===== src/rtl/net_resolve_pkg.sv =====
// Shared types and defaults for the net drive resolver.
package net_resolve_pkg;

    localparam int unsigned DEF_NUM_DRV    = 4;
    localparam int unsigned DEF_CONT_LIMIT = 4;
    // Widest driver index the evaluation struct can carry (up to 256 drivers).
    localparam int unsigned IDX_MAX_W      = 8;

    typedef enum logic [1:0] {
        ST_IDLE    = 2'd0,
        ST_DRIVEN  = 2'd1,
        ST_CONTEND = 2'd2,
        ST_FAULT   = 2'd3
    } state_t;

    // Per-cycle evaluation of all drivers on the net.
    typedef struct packed {
        logic                 undriven;
        logic                 agree;
        logic                 contend;
        logic                 val;
        logic [IDX_MAX_W-1:0] idx;
    } eval_t;

endpackage


===== src/rtl/net_resolve_eval.sv =====
// Combinational driver evaluation: lowest-index priority pick plus disagreement check.
module net_resolve_eval
    import net_resolve_pkg::*;
#(
    parameter int unsigned NUM_DRV = DEF_NUM_DRV
) (
    input  logic [NUM_DRV-1:0] drv_en,
    input  logic [NUM_DRV-1:0] drv_val,
    output eval_t              eval_c
);

    logic any_one;
    logic any_zero;

    // Lowest enabled index wins; disagreement means both a 1 and a 0 are driven.
    always_comb begin
        eval_c   = '0;
        any_one  = |(drv_en & drv_val);
        any_zero = |(drv_en & ~drv_val);
        for (int i = NUM_DRV - 1; i >= 0; i--) begin
            if (drv_en[i]) begin
                eval_c.idx = IDX_MAX_W'(i);
                eval_c.val = drv_val[i];
            end
        end
        eval_c.undriven = ~|drv_en;
        eval_c.contend  = any_one & any_zero;
        eval_c.agree    = (|drv_en) & ~(any_one & any_zero);
    end

endmodule


===== src/rtl/net_drive_resolver.sv =====
// Resolves several drivers of one shared net into a single registered value,
// flags contention, counts contention cycles and latches a sticky fault.
// Build option: NET_RESOLVER_KEEPER_EN -- undriven cycles hold the last value
// (bus keeper) instead of pulling the net to 0.
module net_drive_resolver
    import net_resolve_pkg::*;
#(
    parameter int unsigned NUM_DRV    = DEF_NUM_DRV,
    parameter int unsigned CONT_LIMIT = DEF_CONT_LIMIT,
    parameter int unsigned CNT_W      = 16
) (
    input  logic                       clk,
    input  logic                       rst,
    input  logic [NUM_DRV-1:0]         drv_en,
    input  logic [NUM_DRV-1:0]         drv_val,
    input  logic                       clr,
    output logic                       net_val,
    output logic                       net_z,
    output logic                       contention,
    output logic                       fault,
    output logic [CNT_W-1:0]           cont_cnt,
    output logic [$clog2(NUM_DRV)-1:0] win_idx
);

    localparam int unsigned IDX_W  = $clog2(NUM_DRV);
    localparam int unsigned CONS_W = $clog2(CONT_LIMIT + 1);

    eval_t             ev;
    state_t            state_q, state_d;
    logic [CONS_W-1:0] cons_q, cons_d;
    logic [CNT_W-1:0]  cnt_d;
    logic              net_val_d;
    logic [IDX_W-1:0]  win_idx_d;
    logic              unused_idx;

    net_resolve_eval #(
        .NUM_DRV (NUM_DRV)
    ) u_eval (
        .drv_en  (drv_en),
        .drv_val (drv_val),
        .eval_c  (ev)
    );

    // Upper index bits are zero for small driver counts.
    assign unused_idx = ^ev.idx;

    // State and output registers.
    always_ff @(posedge clk) begin
        if (rst) begin
            state_q    <= ST_IDLE;
            cons_q     <= '0;
            cont_cnt   <= '0;
            net_val    <= 1'b0;
            net_z      <= 1'b1;
            contention <= 1'b0;
            fault      <= 1'b0;
            win_idx    <= '0;
        end else begin
            state_q    <= state_d;
            cons_q     <= cons_d;
            cont_cnt   <= cnt_d;
            net_val    <= net_val_d;
            net_z      <= ev.undriven;
            contention <= ev.contend;
            fault      <= (state_d == ST_FAULT);
            win_idx    <= win_idx_d;
        end
    end

    // Next state, counters and resolved value.
    always_comb begin
        state_d   = state_q;
        cons_d    = cons_q;
        cnt_d     = cont_cnt;
        net_val_d = ev.val;
        win_idx_d = ev.idx[IDX_W-1:0];

        if (ev.undriven) begin
            win_idx_d = win_idx;
`ifdef NET_RESOLVER_KEEPER_EN
            net_val_d = net_val;
`else
            net_val_d = 1'b0;
`endif
        end

        // Counters: clr beats a same-cycle contention.
        if (clr) begin
            cons_d = '0;
            cnt_d  = '0;
        end else if (ev.contend) begin
            if (cons_q != CONS_W'(CONT_LIMIT)) begin
                cons_d = cons_q + CONS_W'(1);
            end
            if (cont_cnt != {CNT_W{1'b1}}) begin
                cnt_d = cont_cnt + CNT_W'(1);
            end
        end else begin
            cons_d = '0;
        end

        // FAULT is sticky until clr; otherwise track the current evaluation.
        if (state_q == ST_FAULT && !clr) begin
            state_d = ST_FAULT;
        end else if (ev.contend) begin
            if (!clr && cons_q >= CONS_W'(CONT_LIMIT - 1)) begin
                state_d = ST_FAULT;
            end else begin
                state_d = ST_CONTEND;
            end
        end else if (ev.agree) begin
            state_d = ST_DRIVEN;
        end else begin
            state_d = ST_IDLE;
        end
    end

endmodule


===== config.mk =====
export PLATFORM = sky130hd
export DESIGN_NAME = net_drive_resolver
export DESIGN_NICKNAME = d
export VERILOG_FILES = /design/src/rtl/net_resolve_pkg.sv /design/src/rtl/net_resolve_eval.sv /design/src/rtl/net_drive_resolver.sv
export SDC_FILE = /design/constraint.sdc
export NUM_CORES = 1
export LEC_CHECK = 0
export BUFFER_PORTS_ARGS = -buffer_cell sky130_fd_sc_hd__buf_2
export CAP_MARGIN = 20
export CORE_MARGIN = 3
export CORE_UTILIZATION = 49
export CTS_BUF_LIST = sky130_fd_sc_hd__clkbuf_4
export CTS_CLUSTER_SIZE = 10
export DETAILED_ROUTE_END_ITERATION = 6
export PLACE_DENSITY_LB_ADDON = 0.2
export SETUP_SLACK_MARGIN = 0.02
export SLEW_MARGIN = 25
export SYNTH_ARGS = -nofsm -noshare
export SYNTH_HDL_FRONTEND = slang
export SYNTH_HIERARCHICAL = 1
export SYNTH_SLANG_ARGS = --single-unit

===== constraint.sdc =====
create_clock -name clk -period 2 [get_ports clk]
set_clock_uncertainty 0.1 [all_clocks]
set_input_delay 0.4 -clock clk [delete_from_list [all_inputs] [get_ports clk]]
set_output_delay 0.4 -clock clk [all_outputs]
set_load 0.005 [all_outputs]

==> impl_metrics.tcl <==
set metrics [dict create \
    status "complete, no violations" \
    die_y_um 58.0 \
    drt-total-wl_um 3390 \
    nFillCells 199 \
    ff2ff_path_depth 5 \
    syn_to_final_growth_pct 37.5 \
    clk_latency_ns 0.33 \
    final_cells 247 \
    finalHoldViolations 0 \
    grt_overflow 0 \
    r2r_end "cont_cnt[13]" \
    clock.fmax_mhz 523 \
    critPathKind "flop to flop" \
    cts_tree "done" \
    die-area_sq_um 3360 \
    whs_ns 0.202 \
    synth_nets 166 \
    initial_core_util_pct 52.4 \
    path_cells "buf_4 -> nand4_1 -> or4_4 -> or4_4 -> a21oi_2" \
    core_area_sq_um 2520 \
    synth_area_sq_um 1320 \
    vdd_drop_max_v 0.000365 \
    ant_nets 0 \
    power_density_nw_per_um2 526 \
    drt_iter0_markers 81 \
    crit_start "cont_cnt[3]" \
    drv_cap 0 \
    hold_path_class "primary input to flop" \
    grt_pass1_vias 1349 \
    dp_hpwl_um 2460 \
    row_count 18 \
    vias_per_cell 5.52 \
    required_ns 2.17 \
    fin_area_sq_um 1820 \
    hp-start "rst" \
    cts_hold_buffers 0 \
    cp.arrival_ns 2.08 \
    fin_crit_ns 1.91 \
    tightest_slew_ns 0.324 \
    power.leakage_nw 0.800 \
    drive_gt1_share_pct 41.9 \
    slowest_stage "or4_4" \
    diodes 0 \
    drtPass1Iterations 4 \
    crit_path_end_kind "flop" \
    worst-path-stages 5 \
    port_buffers 32 \
    critPathLaunchType "flop" \
    grt_usage_pct 20.4 \
    clock_path_buffers 2 \
    setup_viol 0 \
    num_vias 1363 \
    nNetsFinal 233 \
    grt_pass1_wl_um 5400 \
    timing.critical_path.buf_inv 1 \
    yosysWarnings 6 \
    wire_per_inst_um 13.7 \
    crit_top_cell "or4_4" \
    final_max_slew_viol_count 0 \
    endpoint "cont_cnt[13]" \
    cts-buffers-inserted 3 \
    post-route-drc-count 0 \
    cp_top_family "simple AND/OR/NAND/NOR gates" \
    placed_area_sq_um 1680 \
    syn_avg_cell_area_sq_um 8.76 \
    rsz0062_at_grt "true" \
    htreeDepth 1 \
    pin_count 33 \
    die_w_um 58.0 \
    cts-root-buf "clkbuf_4" \
    antenna_found_initial 0 \
    clk_pin_slew_ns 0.15 \
    place_inst 233 \
    worstReg2RegStart "cont_cnt[3]" \
    worstPathMaxFanout 6 \
    final.period_utilization_pct 95.6 \
    rrSetupSlack_ns 0.09 \
    syn_inst 151 \
    clkSinkCount 27 \
    cpPeakStageDelay_ns 0.53 \
    grt_max_degree 16 \
    max-slew-margin-rel_pct 78.3 \
    gp_congestion 0.771 \
]
[cell type report]
type / count / area [sq um] / share of cell area (%)
multi-input combinational: 114 / 771 / 42.4
sequential: 27 / 548 / 30.1
timing repair buffer: 65 / 408 / 22.4
tap: 30 / 37.5 / 2.06
inverter: 7 / 26.3 / 1.45
clock buffer: 3 / 22.5 / 1.24
clock inverter: 1 / 5.00 / 0.275
[layout by cell type (no fill, tap or decap), drive strengths merged]
master / instances
buf: 65
dfxtp: 27
a21oi: 15
nor2: 13
nand2: 11
or3: 9
o21ai: 8
inv: 7
or4: 7
nand3: 6
nor2b: 6
nand4: 5
o31ai: 5
mux2i: 4
ha: 4
clkbuf: 3
o41ai: 2
or2: 2
nor4: 2
a22oi: 2
and4: 1
nand2b: 1
o31a: 1
o21a: 1
a211o: 1
a2bb2oi: 1
a31o: 1
xor2: 1
o211ai: 1
xnor2: 1
clkinv: 1
nor3: 1
and2: 1
a221oi: 1
[worst register-to-register path: stages (launching register included)]
cell     delay, ns
dfxtp_2       0.36
buf_4         0.12
nand4_1       0.11
or4_4         0.53
or4_4         0.50
a21oi_2       0.13
[power breakdown]
part	total [mW]	internal, mW	switching, mW
registers	0.559	0.553	0.00667
logic	0.158	0.0790	0.0791
clock network	0.240	0.0751	0.164
total	0.957	0.707	0.250
[worst min-delay path by stage]
| stage | endpoint | cells past startpoint |
|---|---|---|
| after global placement | win_idx[1] | 2 |
| after detailed placement | win_idx[0] | 2 |
| after CTS | win_idx[0] | 2 |
| final | contention | 2 |
| after floorplan | state_q[1] | 1 |
| after global routing | win_idx[1] | 2 |
[layer usage]
layer	wire (um)	up-vias	share of wire, %	global-route usage [%]
met5	0	-	0	0
met4	35	0	1.0	7.28
met3	86	4	2.5	3.56
met2	1770	22	52	37.9
met1	1490	646	44	23.1
li1	-	691	-	-
[registers in the layout, summed over array words and instances, names as in the netlist]
| signal | flops |
|---|---|
| cont_cnt | 16 |
| cons_q | 3 |
| state_q | 2 |
| win_idx | 2 |
| contention | 1 |
| fault | 1 |
| net_val | 1 |
| net_z | 1 |
[timing repair]
item | CTS | global route
cloned | 1 | 0
resized for setup | 1 | 9
setup endpoints to repair | 15 | 13
setup buffers | 5 | 4
pin swaps | 3 | 3
[through the flow]
step | util [%] | worst slack [ns] | setup TNS [ns] | power (mW)
final | 72.1 | 0.0887 | 0 | 0.957
after global routing | 72.1 | 0.0123 | 0 | 1.00
after CTS | 70.1 | 0.0293 | 0 | 0.952
after detailed placement | 66.4 | -0.313 | -4.41 | 0.701
after global placement | 66.4 | -0.148 | -1.93 | 0.694
after floorplan | - | -0.00180 | -0.00180 | 0.652
No activity file was read; power rests on OpenSTA's default activity.
